**src/rtl/axi_slice_pkg.sv**
```systemverilog
// Shared types and limits for the AXI channel pipeline-cut chain.
package axi_slice_pkg;

  typedef enum logic {
    SLICE_FULL,
    SLICE_HALF
  } slice_mode_e;

  localparam int unsigned MAX_SLICE_DEPTH = 8;

endpackage

```
**src/rtl/axi_chan_cut_stage.sv**
```systemverilog
// One valid/ready register stage: 2-entry spill (FULL) or 1-entry (HALF).
// Outputs depend only on registers, so stages cascade without combinational paths.
module axi_chan_cut_stage
  import axi_slice_pkg::*;
#(
  parameter int unsigned WIDTH = 64,
  parameter slice_mode_e MODE  = SLICE_FULL
) (
  input  logic             clk_i,
  input  logic             rst_i,
  input  logic             valid_i,
  output logic             ready_o,
  input  logic [WIDTH-1:0] data_i,
  output logic             valid_o,
  input  logic             ready_i,
  output logic [WIDTH-1:0] data_o,
  output logic [1:0]       count_o
);

  if (MODE == SLICE_FULL) begin : gen_full
    logic             a_valid_q, a_valid_d, b_valid_q, b_valid_d;
    logic [WIDTH-1:0] a_data_q, a_data_d, b_data_q, b_data_d;
    logic             in_xfer, out_xfer;

    assign in_xfer  = valid_i & ~b_valid_q;
    assign out_xfer = a_valid_q & ready_i;

    always_comb begin
      a_valid_d = a_valid_q;
      a_data_d  = a_data_q;
      b_valid_d = b_valid_q;
      b_data_d  = b_data_q;
      if (out_xfer) begin
        a_valid_d = b_valid_q;
        b_valid_d = 1'b0;
        if (b_valid_q) a_data_d = b_data_q;
      end
      // The skid slot is only used when the output slot stays occupied.
      if (in_xfer) begin
        if (!a_valid_d) begin
          a_valid_d = 1'b1;
          a_data_d  = data_i;
        end else begin
          b_valid_d = 1'b1;
          b_data_d  = data_i;
        end
      end
    end

    always_ff @(posedge clk_i) begin
      if (rst_i) begin
        a_valid_q <= 1'b0;
        b_valid_q <= 1'b0;
        a_data_q  <= '0;
        b_data_q  <= '0;
      end else begin
        a_valid_q <= a_valid_d;
        b_valid_q <= b_valid_d;
        a_data_q  <= a_data_d;
        b_data_q  <= b_data_d;
      end
    end

    assign ready_o = ~b_valid_q;
    assign valid_o = a_valid_q;
    assign data_o  = a_data_q;
    assign count_o = {a_valid_q & b_valid_q, a_valid_q ^ b_valid_q};

  end else begin : gen_half
    logic             slot_valid_q, slot_valid_d;
    logic [WIDTH-1:0] slot_data_q, slot_data_d;

    // Never accepts while holding a beat, so a drain and a fill cannot overlap.
    always_comb begin
      slot_valid_d = slot_valid_q;
      slot_data_d  = slot_data_q;
      if (slot_valid_q && ready_i) begin
        slot_valid_d = 1'b0;
      end else if (!slot_valid_q && valid_i) begin
        slot_valid_d = 1'b1;
        slot_data_d  = data_i;
      end
    end

    always_ff @(posedge clk_i) begin
      if (rst_i) begin
        slot_valid_q <= 1'b0;
        slot_data_q  <= '0;
      end else begin
        slot_valid_q <= slot_valid_d;
        slot_data_q  <= slot_data_d;
      end
    end

    assign ready_o = ~slot_valid_q;
    assign valid_o = slot_valid_q;
    assign data_o  = slot_data_q;
    assign count_o = {1'b0, slot_valid_q};
  end

endmodule

```
**src/rtl/axi_chan_multicut_ctrl.sv**
```systemverilog
// Chain of DEPTH cut stages for one AXI channel, with occupancy reporting
// and a saturating stall counter (cycles with valid_o && !ready_i).
module axi_chan_multicut_ctrl
  import axi_slice_pkg::*;
#(
  parameter int unsigned WIDTH     = 64,
  parameter int unsigned DEPTH     = 2,
  parameter slice_mode_e MODE      = SLICE_FULL,
  parameter int unsigned CNT_WIDTH = 16
) (
  input  logic                          clk_i,
  input  logic                          rst_i,
  input  logic                          valid_i,
  output logic                          ready_o,
  input  logic [WIDTH-1:0]              data_i,
  output logic                          valid_o,
  input  logic                          ready_i,
  output logic [WIDTH-1:0]              data_o,
  output logic                          idle_o,
  output logic [$clog2(2*DEPTH+2)-1:0]  occupancy_o,
  output logic [CNT_WIDTH-1:0]          stall_cnt_o,
  input  logic                          stall_clr_i
);

  localparam int unsigned OccW = $clog2(2*DEPTH+2);
  localparam logic [CNT_WIDTH-1:0] CntMax = '1;

  if (DEPTH > MAX_SLICE_DEPTH) begin : gen_depth_check
    $error("axi_chan_multicut_ctrl: DEPTH exceeds MAX_SLICE_DEPTH");
  end

  if (DEPTH == 0) begin : gen_bypass
    assign ready_o     = ready_i;
    assign valid_o     = valid_i;
    assign data_o      = data_i;
    assign occupancy_o = '0;
  end else begin : gen_chain
    logic [DEPTH:0]   vld, rdy;
    logic [WIDTH-1:0] dat [DEPTH+1];
    logic [1:0]       cnt [DEPTH];
    logic [OccW-1:0]  occ;

    assign vld[0]     = valid_i;
    assign dat[0]     = data_i;
    assign ready_o    = rdy[0];
    assign valid_o    = vld[DEPTH];
    assign data_o     = dat[DEPTH];
    assign rdy[DEPTH] = ready_i;

    for (genvar k = 0; k < DEPTH; k++) begin : gen_stage
      axi_chan_cut_stage #(
        .WIDTH (WIDTH),
        .MODE  (MODE)
      ) u_stage (
        .clk_i   (clk_i),
        .rst_i   (rst_i),
        .valid_i (vld[k]),
        .ready_o (rdy[k]),
        .data_i  (dat[k]),
        .valid_o (vld[k+1]),
        .ready_i (rdy[k+1]),
        .data_o  (dat[k+1]),
        .count_o (cnt[k])
      );
    end

    // Sum of stage slot flags; depends only on stage registers.
    always_comb begin
      occ = '0;
      for (int unsigned k = 0; k < DEPTH; k++) begin
        occ = occ + OccW'(cnt[k]);
      end
    end

    assign occupancy_o = occ;
  end

  assign idle_o = (occupancy_o == '0);

  logic [CNT_WIDTH-1:0] stall_cnt_q, stall_cnt_d;

  always_comb begin
    stall_cnt_d = stall_cnt_q;
    if (stall_clr_i) begin
      stall_cnt_d = '0;
    end else if (valid_o && !ready_i && (stall_cnt_q != CntMax)) begin
      stall_cnt_d = stall_cnt_q + 1'b1;
    end
  end

  always_ff @(posedge clk_i) begin
    if (rst_i) begin
      stall_cnt_q <= '0;
    end else begin
      stall_cnt_q <= stall_cnt_d;
    end
  end

  assign stall_cnt_o = stall_cnt_q;

endmodule

```
**config.mk**
```make
export PLATFORM = sky130hd
export DESIGN_NAME = axi_chan_multicut_ctrl
export DESIGN_NICKNAME = d
export VERILOG_FILES = /design/src/rtl/axi_slice_pkg.sv /design/src/rtl/axi_chan_cut_stage.sv /design/src/rtl/axi_chan_multicut_ctrl.sv
export SDC_FILE = /design/constraint.sdc
export NUM_CORES = 1
export LEC_CHECK = 0
export BUFFER_PORTS_ARGS = -buffer_cell sky130_fd_sc_hd__buf_2
export CAP_MARGIN = 10
export CORE_ASPECT_RATIO = 1.75
export CORE_UTILIZATION = 35
export CTS_CLUSTER_DIAMETER = 30
export DETAILED_ROUTE_END_ITERATION = 6
export PLACE_DENSITY = 0.63
export SLEW_MARGIN = 20
export SYNTH_ARGS = -nofsm -noshare
export SYNTH_HDL_FRONTEND = slang
export SYNTH_SLANG_ARGS = --single-unit
```
**constraint.sdc**
```tcl
create_clock -name clk_i -period 5.2 [get_ports clk_i]
set_input_delay 1.3 -clock clk_i [delete_from_list [all_inputs] [get_ports clk_i]]
set_output_delay 1.3 -clock clk_i [all_outputs]
set_load 0.02 [all_outputs]
```
# == After elaboration in Yosys (flattened, before gate mapping) ==
# Cells that the tools add are included.
# word_totals
elab_cells,46
reg_bits,276
in_bits,69
out_inout_bits,86
# classes
add_sub_neg,2
reduce_logical,7
n_mux,18
eq_ne,1
bitwise,9
# op_table
operator,n
64-bit two-way mux,8
16-bit by 1-bit adder with 16-bit output (second input constant),1
16-bit != test (second input constant),1
1-bit two-way mux,10
1-bit bitwise AND,5
2-bit AND reduction,2
2-bit by 2-bit adder with 3-bit output,1
3-bit zero test,1
1-bit logical AND,2
1-bit NOT,2
2-bit OR reduction,1
1-bit XOR,2
1-bit zero test,1

# == Depth between registers and ports, before layout ==
# depth
depth_word,5
mapped_depth,8
depth_no_buf,5

# == By module ==
# A second synthesis with hierarchy kept.
# hier_totals
cells_unflattened,1422
area_unflattened_um2,12248.0
# by_module_without_submodules
mod,cells_per_inst,n_inst,area_per_inst_um2,seq_area_each_um2
axi_chan_cut_stage,654,2,5610.4,2602.5
axi_chan_multicut_ctrl,114,1,1027.2,320.3

# == Least setup slack after synthesis ==
# OpenSTA, ideal clock, no wires.
# synth_path
path_type,reg2out
from,register gen_chain.gen_stage[1].u_stage.gen_full.a_valid_q
to,output port idle_o
n_path_buf,0
t_required_ns,3.900
t_arrival_ns,2.142
stages_incl_launch_ff,5
setup_slack_ns,1.758
cell_sequence,dfxtp_1 -> ha_1 -> ha_1 -> fa_1 -> nor3_1
# synth_via
elab_chain_cells,3
# synth_rtl
item,line_no,text
start: declaration,axi_chan_cut_stage.sv:21,"logic a_valid_q, a_valid_d, b_valid_q, b_valid_d;"
start signal: assignment,axi_chan_cut_stage.sv:57,a_valid_q <= a_valid_d;
1-bit XOR / 1-bit bitwise AND (equally long branches),axi_chan_cut_stage.sv:67,"assign count_o = {a_valid_q & b_valid_q, a_valid_q ^ b_valid_q};"
2-bit by 2-bit adder with 3-bit output *,axi_chan_multicut_ctrl.sv:71,occ = occ + OccW'(cnt[k]);
via occupancy_o[1],axi_chan_multicut_ctrl.sv:20,"output logic [$clog2(2*DEPTH+2)-1:0] occupancy_o,"
3-bit zero test *,axi_chan_multicut_ctrl.sv:78,assign idle_o = (occupancy_o == '0);
end: declaration,axi_chan_multicut_ctrl.sv:19,"output logic idle_o,"
# Mark *: on every way through the listed nets, which the timed path passes. The rest lies on a longest branch.

# == Final worst setup path ==
# layout_path
from,register gen_chain.gen_stage[0].u_stage.gen_full.b_valid_q
to,output port idle_o
# layout_via
elab_chain_cells,3
# layout_rtl
item,line_no,text
start: declaration,axi_chan_cut_stage.sv:21,
start signal: assignment,axi_chan_cut_stage.sv:58,b_valid_q <= b_valid_d;
1-bit XOR / 1-bit bitwise AND (equally long branches),axi_chan_cut_stage.sv:67,
2-bit by 2-bit adder with 3-bit output *,axi_chan_multicut_ctrl.sv:71,
3-bit zero test *,axi_chan_multicut_ctrl.sv:78,
# Every way passes the cells marked *; elsewhere a longest branch is shown, timed or not.

==> impl_metrics.csv <==
group,metric,value,unit
synth,synth-edff-count,0,
timing,finClkSkew,0.0154,ns
global_routing,grt_max_degree,133,
clocking,clk_latency,0.54,ns
cells_and_area,layout.cells.most_common,"nand2_1",
place,hpwl,18300,microns
timing,layout_min_cycle_time,4.21,ns
setup_path,start_kind,"flip-flop",
cells_and_area,final_cells,1848,
global_routing,grt_pass1_wl,48100,microns
timing,setup_viol,0,
floorplan,rows,87,
routing,vias,9626,
clocking,postCtsHoldBufs,0,
setup_path,cp.required,3.90,ns
setup_path,critPathTopFamily,"adder cells",
setup_path,critical_path_class,"flip-flop to primary output",
clocking,cts.sinks,276,
setup_path,path_cells,"ha_1 > ha_1 > fa_1 > nor3_1 > buf_2",
timing,hold_violations,0,
clocking,cts_buffers,40,
synth,syn_area_per_cell,8.24,sq um
synth,netlist_instances,1390,
clocking,root_buffer,"clkbuf_16",
global_routing,gr-total-overflow,0,
setup_path,arrival,2.91,ns
cells_and_area,final_net_count,1493,
floorplan,die_x,139,microns
clocking,cts_setup_buffers,0,
floorplan,io_pins,155,
clocking,clockBufferDepth,3,
place,port_buffers,154,
power_and_ir_drop,p_per_area,412,mW/mm^2
min_path,hold_class,"flip-flop to flip-flop",
power_and_ir_drop,vdd_ir_drop_max,219,uV
synth,synth_cell_types,35,
timing,rsz0062_at_grt,"false",
cells_and_area,fillers,3262,
place,place_inst,1776,
routing,route.detailed.drc,11,
synth,synthesis.nets,1464,
global_routing,grt_antenna_before_repair,3,
floorplan,die_h,241,microns
run,cap_violations,0,
setup_path,cpPeakStageDelay,0.93,ns
routing,postRouteAntennaNets,0,
floorplan,initial_core_util,0.356,
timing,relSlewSlack,0.277,
global_routing,track_usage,0.179,
setup_path,worstPathMaxFanout,71,
setup_path,endpoint_kind,"primary output",
cells_and_area,mostFrequentLayoutCells,"nand2_1, dfxtp_1, buf_2, a21oi_1, nor2_1",
clocking,path_clk_slew,0.06,ns
outcome,violations,"design-rule violations",
routing,avgRoutedWirePerCell,16.3,microns
timing,fin_hold_ws,0.453,ns
routing,vias_per_cell,5.21,
outcome,status,"finished with violations",
power_and_ir_drop,p_leak,0.00536,uW
setup_path,crit_path_frequent_cell,"ha_1",
setup_path,critPathBufInv,1,
synth,synth_top_area_share,0.482,
floorplan,core,0.0322,sq mm
cells_and_area,drive_gt1_frac,0.172,
timing,fin_crit_sh,0.810,
timing,slew_viol_final,0,
synth,synth_top_flop_cell,"dfxtp_1",
synth,yosysWarnings,0,
routing,firstDrtPassIters,7,
synth,ys_ff_latch,276,
cells_and_area,fin_util,0.415,
timing,tns,0,ns
clocking,cts_max_level,2,
timing,worstMarginPinSlew,1.08,ns
synth,synth_top_area_cell,"dfxtp_1",
synth,netlist_area,0.0115,sq mm
synth,synth.area.top_cells,"dfxtp_1, nand2_1, a21oi_1",
cells_and_area,syn2layout_area_growth,16.7,%
place,gp_congestion,0.753,
synth,ys_seq_area_frac,0.482,
clocking,cts_resized,0,
power_and_ir_drop,power,5510,uW
setup_path,crit_slowest_cell,"dfxtp_4",
routing,drt_wl_total,30200,microns
timing,clock.fmax,237,MHz
routing,drt_iter0_markers,604,
floorplan,dieArea,0.0335,sq mm
clocking,cts_tree,"done",
global_routing,grt_pass1_vias,9174,
synth,async_flop_share,0,
==> where the power goes <==
part           leakage, uW  internal (uW)  switching [uW]
Combinational      0.00243            141             266
Clock             0.000672           1750            1060
Sequential         0.00225           2210            78.4
Total              0.00536           4100            1410
==> worst min-delay path: cells and delay by family (launching register included) <==
| kind | cells | cell delay, ns |
|---|---|---|
| AND/OR/NAND/NOR | 1 | 0.05 |
| AO/OA/AOI/OAI | 1 | 0.05 |
| flip-flops | 1 | 0.30 |
==> sequential cells by signal (all words and copies together), names as in the netlist <==
signal and cells:
gen_chain.gen_stage.u_stage.data_o 128, gen_chain.gen_stage.u_stage.gen_full.b_data_q 128, stall_cnt_o 16, gen_chain.gen_stage.u_stage.gen_full.b_valid_q 2
gen_chain.gen_stage.u_stage.valid_o 2
==> layer usage <==
layer / wire [microns] / up-vias / GRT usage
met5: 31 / - / 0
met4: 1260 / 4 / 0.0916
met3: 1400 / 73 / 0.0364
met2: 15400 / 203 / 0.329
met1: 12200 / 4548 / 0.195
li1: - / 4798 / -
==> synthesized netlist by cell type, types with 2 or more instances <==
| master | number |
|---|---|
| or2_2 | 2 |
| and4_4 | 2 |
| o21ai_0 | 9 |
| or4_1 | 5 |
| buf_1 | 9 |
| inv_1 | 3 |
| o31ai_1 | 6 |
| clkbuf_1 | 63 |
| a211oi_1 | 65 |
| nor2_1 | 133 |
| nand2_1 | 332 |
| ha_1 | 4 |
| nand2b_1 | 3 |
| buf_2 | 42 |
| a311oi_1 | 64 |
| or3_1 | 7 |
| nor3_1 | 2 |
| nand4_1 | 3 |
| a21oi_1 | 145 |
| buf_4 | 64 |
| nor2b_1 | 3 |
| dfxtp_1 | 276 |
| and3_1 | 2 |
| mux2i_1 | 65 |
| nand3_1 | 71 |
==> final timing paths <==
| path | startpoint | end | slack (ns) | cells past startpoint |
|---|---|---|---|---|
| worst min register to register | flip-flop | flip-flop | 0.45 | 2 |
| worst max register to register | gen_chain.gen_stage[0].u_stage.gen_full.b_valid_q | gen_chain.gen_stage[0].u_stage.data_o[38] | 2.26 | 5 |
| worst max-delay path | gen_chain.gen_stage[0].u_stage.gen_full.b_valid_q | idle_o | 0.99 | 5 |
| worst min-delay path | flip-flop | flip-flop | 0.45 | 2 |
==> kinds of logic after synthesis <==
group                    after synthesis  share of synthesized area
AND/OR/NAND/NOR                      569                      0.203
AO/OA/AOI/OAI                        292                      0.165
flip-flops                           276                      0.482
buffers and inverters                182                     0.0858
multiplexers                          65                     0.0568
adder cells (fa/ha/maj)                5                    0.00612
XOR/XNOR                               1                   0.000764
==> layout make-up <==
cell class / instances / area [sq um] / area share
flip-flops and latches: 276 / 5530 / 0.414
multi-input cells: 932 / 5020 / 0.375
clock buffers: 45 / 1060 / 0.0794
repair buffers: 166 / 915 / 0.0684
well taps: 400 / 500 / 0.0374
clock inverters: 25 / 330 / 0.0247
inverters: 3 / 11.3 / 0.000842
diodes: 1 / 2.50 / 0.000187
==> stage by stage <==
stage               cell area, sq um  setup WS (ns)
global route                   13400          0.791
detailed placement             11900           1.51
CTS                            13300          0.942
floorplan                      11500           1.76
finish                         13400          0.987
global placement               11900           1.50
Power figures use the tool's default switching activity.
